**src/rtl/activity_pkg.sv**
```systemverilog
// activity_pkg: shared FSM states, BPM multiplier helper and output saturation limits for activity_sensor_sampler
package activity_pkg;
  typedef enum logic [1:0] {IDLE, WARMUP, RUN} state_t;
  localparam logic [7:0] HR_MAX = 8'd255;
  localparam logic [1:0] SPS_MAX = 2'd3;
  function automatic int bpm_mult(input int hr_bins);
    return 60 / hr_bins;
  endfunction
endpackage

```
**src/rtl/pulse_edge_sync.sv**
```systemverilog
// pulse_edge_sync: 2-flop synchronizer plus rising-edge detector (clk, rst async active-low, pulse raw in, rise one-cycle event)
module pulse_edge_sync (
  input  logic clk,
  input  logic rst,
  input  logic pulse,
  output logic rise
);
  logic [2:0] sr;
  always_ff @(posedge clk or negedge rst)
    if (!rst) sr <= '0;
    else sr <= {sr[1:0], pulse};
  assign rise = sr[1] & ~sr[2];
endmodule

```
**src/rtl/activity_sensor_sampler.sv**
```systemverilog
// activity_sensor_sampler: per-second heart-rate/steps sampler (clk, rst async active-low, enable, beat_in, step_in -> hr_out, sps_out, valid_out, sensor_fault)
module activity_sensor_sampler
  import activity_pkg::*;
#(
  parameter int SEC_CYCLES = 100,
  parameter int HR_BINS    = 6,
  parameter int BIN_W      = 4
) (
  input  logic       clk,
  input  logic       rst,
  input  logic       enable,
  input  logic       beat_in,
  input  logic       step_in,
  output logic [7:0] hr_out,
  output logic [1:0] sps_out,
  output logic       valid_out,
  output logic       sensor_fault
);
  localparam int SUM_W  = $clog2(HR_BINS * (2 ** BIN_W - 1) + 1);
  localparam int TICK_W = $clog2(SEC_CYCLES + 1);
  localparam int FILL_W = $clog2(HR_BINS + 1);
  localparam int MULT   = bpm_mult(HR_BINS);
  localparam logic [BIN_W-1:0] BIN_MAX = '1;
  state_t                       state;
  logic [TICK_W-1:0]            tick;
  logic [FILL_W-1:0]            filled;
  logic [BIN_W-1:0]             cur, cur_nx;
  logic [3:0]                   steps, steps_nx;
  logic [HR_BINS-1:0][BIN_W-1:0] hist;
  logic [SUM_W-1:0]             sum, sum_nx;
  logic [31:0]                  prod;
  logic                         beat_rise, step_rise, boundary, last_fill;
  pulse_edge_sync u_beat (.clk(clk), .rst(rst), .pulse(beat_in), .rise(beat_rise));
  pulse_edge_sync u_step (.clk(clk), .rst(rst), .pulse(step_in), .rise(step_rise));
  assign boundary  = tick == TICK_W'(SEC_CYCLES - 1);
  assign last_fill = state == WARMUP && filled == FILL_W'(HR_BINS - 1);
  assign cur_nx    = cur + BIN_W'(beat_rise && cur != BIN_MAX);
  assign steps_nx  = steps + 4'(step_rise && steps != 4'hf);
  assign sum_nx    = sum + SUM_W'(cur_nx) - SUM_W'(hist[HR_BINS-1]);
  assign prod      = 32'(sum_nx) * 32'(MULT);
  always_ff @(posedge clk or negedge rst)
    if (!rst) begin
      state        <= IDLE;
      tick         <= '0;
      filled       <= '0;
      cur          <= '0;
      steps        <= '0;
      hist         <= '0;
      sum          <= '0;
      hr_out       <= '0;
      sps_out      <= '0;
      valid_out    <= 1'b0;
      sensor_fault <= 1'b0;
    end else begin
      valid_out <= 1'b0;
      if (state == IDLE || !enable) begin
        state  <= enable ? WARMUP : IDLE;
        tick   <= '0;
        filled <= '0;
        cur    <= '0;
        steps  <= '0;
        hist   <= '0;
        sum    <= '0;
      end else begin
        tick  <= boundary ? '0 : tick + TICK_W'(1);
        cur   <= boundary ? '0 : cur_nx;
        steps <= boundary ? '0 : steps_nx;
        if (boundary) begin
          hist <= {hist[HR_BINS-2:0], cur_nx};
          sum  <= sum_nx;
          if (state == WARMUP) filled <= filled + FILL_W'(1);
          if (last_fill) state <= RUN;
          if (state == RUN || last_fill) begin
            hr_out       <= prod > 32'(HR_MAX) ? HR_MAX : prod[7:0];
            sps_out      <= steps_nx > 4'(SPS_MAX) ? SPS_MAX : steps_nx[1:0];
            valid_out    <= 1'b1;
            sensor_fault <= sum_nx == '0;
          end
        end
      end
    end
endmodule

```
**config.mk**
```make
export PLATFORM = sky130hd
export DESIGN_NAME = activity_sensor_sampler
export DESIGN_NICKNAME = d
export VERILOG_FILES = /design/src/rtl/activity_pkg.sv /design/src/rtl/pulse_edge_sync.sv /design/src/rtl/activity_sensor_sampler.sv
export SDC_FILE = /design/constraint.sdc
export NUM_CORES = 1
export LEC_CHECK = 0
export CAP_MARGIN = 20
export CORE_AREA = 2 2 87 89
export CTS_CLUSTER_SIZE = 16
export DETAILED_ROUTE_END_ITERATION = 10
export DIE_AREA = 0 0 89 91
export DONT_BUFFER_PORTS = 1
export PLACE_DENSITY = 0.68
export SYNTH_ARGS = -nofsm -noshare
export SYNTH_HDL_FRONTEND = slang
export SYNTH_SLANG_ARGS = --single-unit
export TNS_END_PERCENT = 1
```
**constraint.sdc**
```tcl
create_clock -name clk -period 7.6 [get_ports clk]
set_input_delay 1.14 -clock clk [delete_from_list [all_inputs] [get_ports clk]]
set_output_delay 1.14 -clock clk [all_outputs]
set_load 0.05 [all_outputs]
```
=== Yosys cells after proc, flatten, opt, wreduce, memory -nomap -nowiden ===
Index checks and enable logic that the tools add are counted.

* Add/sub/neg operators: 6
* $mul: 1
* Order comparisons: 2
* Equal/unequal tests: 6
* Multiplexer cells: 22
* Bitwise gates (word level): 5
* Reductions and logical operators: 14

{| class="wikitable"
|+ Operators by type and width
! kind !! count
|-
| $mux 24 || 2
|-
| $mux 7 || 4
|-
| $mux 4 || 4
|-
| $gt 11x8->1 const B || 1
|-
| $mul 7x3->10 const B || 1
|-
| $mux 3 || 3
|-
| $add 4x1->4 || 2
|-
| $mux 2 || 4
|-
| $mux 8 || 1
|-
| $ne 4x4->1 const B || 2
|-
| $add 7x1->7 const B || 1
|-
| $add 7x4->7 || 1
|-
| $eq 7x7->1 const B || 1
|-
| $logic_not 7->1 || 1
|-
| $sub 7x4->7 || 1
|-
| $reduce_bool 2->1 || 3
|-
| $gt 4x2->1 const B || 1
|-
| $mux 1 || 4
|-
| $reduce_and 2->1 || 2
|-
| $add 3x1->3 const B || 1
|-
| $eq 3x3->1 const B || 1
|-
| $logic_and 1x1->1 || 3
|-
| $not 1->1 || 3
|-
| $reduce_and 3->1 || 1
|-
| other kinds (6) || 8
|}

* Flip-flop bits (word level): 69
* Bits of input ports: 5
* Output and inout bits: 12

=== Depth between registers and ports, before layout ===
* Depth after elaboration: 9
* Mapped depth: 21
* Gate-level depth less buffers: 20

=== Modules after synthesis ===
Synthesis repeated with hierarchy kept, for this count alone.

* Cells, all modules: 386
* Area total of the unflattened synthesis: 3711.1 um^2

{| class="wikitable"
|+ Modules (own cells, without submodules)
! module !! instances !! cells each !! area each (um^2) !! sequential area each (um^2)
|-
| activity_sensor_sampler || 1 || 378 || 3533.4 || 1576.5
|-
| pulse_edge_sync || 2 || 4 || 88.8 || 75.1
|}

=== Worst setup path before layout ===
Ideal clock, no wire load.

* Path kind: register to register
* Start point: register cur[2]
* End point: register hr_out[1]
* Setup time: 0.139 ns
* Arrival time: 4.332 ns
* Data required time: 7.461 ns
* Path slack: 3.130 ns
* Cell stages (with the launch flop): 20
* Buffers on the path: 0
* Clock period less this slack: 4.470 ns
* Path through: dfrtp_1 nand4_1 and3b_1 ha_1 ha_1 xnor2_1 inv_1 fa_1 ha_1 a21oi_1 xnor2_1 ha_1 ha_1 fa_1 nand3_1 and3b_1 o21a_1 nand2_2 a2111oi_1 a211oi_1

* Cells in the longest elaborated chain, start to end: 8

{| class="wikitable"
|+ RTL lines
! what !! RTL line !! RTL
|-
| start, declared || activity_sensor_sampler.sv:27 || <nowiki>logic [BIN_W-1:0] cur, cur_nx;</nowiki>
|-
| start signal, assigned || activity_sensor_sampler.sv:66 || <nowiki>cur <= boundary ? '0 : cur_nx;</nowiki>
|-
| $ne 4x4->1 || activity_sensor_sampler.sv:37 || <nowiki>assign cur_nx = cur + BIN_W'(beat_rise && cur != BIN_MAX);</nowiki>
|-
| $logic_and 1x1->1 || activity_sensor_sampler.sv:37 ||
|-
| $add 4x1->4 * || activity_sensor_sampler.sv:37 ||
|-
| $add 7x4->7 * || activity_sensor_sampler.sv:39 || <nowiki>assign sum_nx = sum + SUM_W'(cur_nx) - SUM_W'(hist[HR_BINS-1]);</nowiki>
|-
| $sub 7x4->7 * || activity_sensor_sampler.sv:39 ||
|-
| $mul 7x3->10 * || activity_sensor_sampler.sv:40 || <nowiki>assign prod = 32'(sum_nx) * 32'(MULT);</nowiki>
|-
| $gt 11x8->1 || activity_sensor_sampler.sv:74 || <nowiki>hr_out <= prod > 32'(HR_MAX) ? HR_MAX : prod[7:0];</nowiki>
|-
| $mux 8 * || activity_sensor_sampler.sv:74 ||
|-
| end signal, assigned || activity_sensor_sampler.sv:74 ||
|-
| end, declared || activity_sensor_sampler.sv:14 || <nowiki>output logic [7:0] hr_out,</nowiki>
|}

Every way passes the cells marked *; elsewhere a longest branch is shown, timed or not.
A chain may end at the register's enable or synchronous reset.

=== Final worst setup path ===
* Start point: register cur[1]
* End point: register hr_out[3]

The elaborated chain is that of the path after synthesis.

==> impl_metrics.toml <==
[critical_path]
cp.required_ns = 7.82
endpoint_kind = "flop"
cp-start-kind = "flop"
crit_type = "reg2reg"
r2r_slack_ns = 2.47
crit_arrival_ns = 5.34
cp_max_fo = 8

[clocking]
cts_root_buf = "clkbuf_8"
cts_made_buffers = 9
cts_hold_buf = 0
clock_path_buffers = 2
post_cts_buffers = 0
clk_pin_slew_ns = 0.08
postCtsResizedCells = 0
clock_sinks = 69
cts_tree = "done"
worstSkewPairLatency_ns = 0.35
htree_levels = 3

[yosys]
synthCells = 384
yosys.area_share.xor_xnor_pct = 4.71
synth_compound_area_share_pct = 15.1
synth_area_um2 = 3740
synth_top_area_cell = "dfrtp_1"
muxShareOfSynthArea_pct = 0.668
synthArstFlopShare_pct = 100
synth_fa_ha_area_share_pct = 9.69
synthSimpleGateAreaFrac_pct = 20.1
synth_ff_type = "dfrtp_1"
syn_avg_cell_area_um2 = 9.75
synth_common_cells = "dfrtp_1 (69), nand2_1 (59), nor2_1 (46), a21oi_1 (37), ha_1 (21)"
synthTopCellsByArea = "dfrtp_1 (46%), ha_1 (7.0%), nand2_1 (5.9%)"
synth_top_family_by_area = "simple AND/OR/NAND/NOR gates"
syn_nets = 415
synth.most_common_cell = "dfrtp_1"
yosysTopAreaCellShare_pct = 46.1
synth.ff_latch_count = 69
synth_edf_count = 0
seq_area_frac_synth_pct = 46.1
synth.distinct_cells = 55
yosys_warnings = 0

[sta]
slew_viol_final = 0
fin_skew_ns = 0.0114
max_freq_mhz = 195
finalHoldViolations = 0
setup_viol = 0
worstMarginPinSlew_ns = 0.541
period_share_pct = 67.4
fin_tns_setup_ns = 0
rsz0062_at_grt = "false"
fin_crit_ns = 5.13
relSlewSlack_pct = 63.6

[floorplanning]
initial_core_util_pct = 52.5
io_pins = 17
rows = 31
die_y_um = 91
die_w_um = 89
core-area_um2 = 7140
dieArea_um2 = 8100

[power_and_ir_drop]
p_per_area_nw_per_um2 = 181
power.total_uw = 734
ir_drop_uv = 75.5
p_leak_nw = 1.80

[drt]
drc = 0
final_antenna_net_count = 0
vias = 2695
avgRoutedWirePerCell_um = 14.5
drt-initial-drc-count = 117
firstDrtPassIters = 4
viasPerCell = 5.53
wl_um = 7060

[global_route]
grt_pass1_wl_um = 12300
grt_usage_pct = 19.3
antenna_found_initial = 0
grt_remaining_overflow = 0
grt_max_degree = 70
first_global_vias = 2743

[cells_and_area]
final_core_util_pct = 56.7
antenna_cells = 0
drive_above_1_share_pct = 8.25
nFillCells = 623
final_nets = 414
areaGrowthSynthToFinish_pct = 8.05

[run]
cap_viol_max_count = 0

[run_status]
outcome = "complete, no violations"

[placement]
dpl.hpwl_um = 4780
numPortBuffers = 0
gp_congestion = 0.837

[worst_hold_path]
hp-class = "reg2reg"
cell type report:
type                            instances  area, um2  share of cell area, %
Timing Repair Buffer                    4       30.0                  0.742
Clock inverter                          4       55.1                   1.36
Multi-Input combinational cell        281       1890                   46.6
Sequential cell                        69       1730                   42.7
Tap cell                               99        124                   3.06
Clock buffer                           12        155                   3.84
Inverter                               18       67.6                   1.67
layer usage:
layer	wire, um	GRT usage [%]	up-vias
met5	0	0	-
li1	-	-	1334
met4	120	8.08	0
met1	3330	24.5	1319
met2	3430	31.8	30
met3	176	3.91	12
sequential cells by signal, indices dropped and copies added (netlist names), 2 cells and up:
register	flops
cur	4
filled	3
hist	24
hr_out	8
sps_out	2
state	2
steps	4
sum	7
tick	7
u_beat.sr	3
u_step.sr	3
layout by cell type, fill, tap and decap left out, types with 2 or more instances in the layout:
cell / netlist / routed
and2_1: 6 / 6
buf_4: 0 / 4
nand4_1: 3 / 3
fa_1: 5 / 5
xor2_1: 7 / 7
o21a_1: 2 / 2
dfrtp_1: 69 / 69
xnor2_1: 10 / 10
nor2b_1: 2 / 2
or2_1: 2 / 2
clkbuf_8: 0 / 11
nand2b_1: 3 / 3
a2111oi_1: 7 / 7
a211oi_1: 12 / 12
nand2_1: 59 / 59
nor4_1: 8 / 8
and3b_1: 3 / 3
nor2_1: 46 / 45
inv_1: 18 / 18
ha_1: 21 / 21
nand3_1: 7 / 7
o21ai_0: 4 / 4
nor3b_1: 2 / 2
nor3_1: 5 / 5
a21o_1: 2 / 2
a21oi_1: 37 / 37
where the power goes:
| group | total [mW] | switching (mW) | internal (mW) |
|---|---|---|---|
| registers | 0.387 | 0.0149 | 0.373 |
| clock network | 0.315 | 0.144 | 0.171 |
| logic | 0.0309 | 0.0188 | 0.0121 |
stage by stage:
stage	cells	area, um2	worst slack, ns	hold slack (ns)
5_1_grt	487	4050	2.07	0.377
6_report	487	4050	2.47	0.354
2_1_floorplan	384	3740	3.13	0.331
3_3_place_gp	471	3830	2.70	0.332
4_1_cts	487	4050	2.52	0.354
3_5_place_dp	471	3830	2.53	0.336
final timing paths:
path	start	cells after the start	end
worst max-delay path	cur[1]	19	hr_out[3]
max in group asynchronous	rst	0	tick[5]
worst min register to register	u_step.sr[0]	0	u_step.sr[1]
worst max register to register	cur[1]	19	hr_out[3]
min in group asynchronous	rst	0	hr_out[5]
worst min-delay path	u_step.sr[0]	0	u_step.sr[1]
cell families (layout without fill, tap and decap cells):
logic type	count (synthesis)	in the layout
adders and majority gates	26	26
xor gates and xnor gates	18	18
DFF	69	69
AOI/OAI and AO/OA	80	80
buffers and inverters	34	38
and+or+nand+nor	155	155
muxes	2	2
worst max-delay path, cell delays in order (launching register included):
cell	delay, ns
dfrtp_1	0.38
nand4_1	0.10
and3b_1	0.19
ha_1	0.20
ha_1	0.19
xnor2_1	0.28
inv_1	0.11
fa_1	0.46
ha_1	0.39
a21oi_1	0.10
xnor2_1	0.45
ha_1	0.33
ha_1	0.23
fa_1	0.46
nand3_1	0.12
and3b_1	0.17
o21a_1	0.15
nand2_2	0.13
a2111oi_1	0.47
a211oi_1	0.09
(Power assumes the default switching activity.)
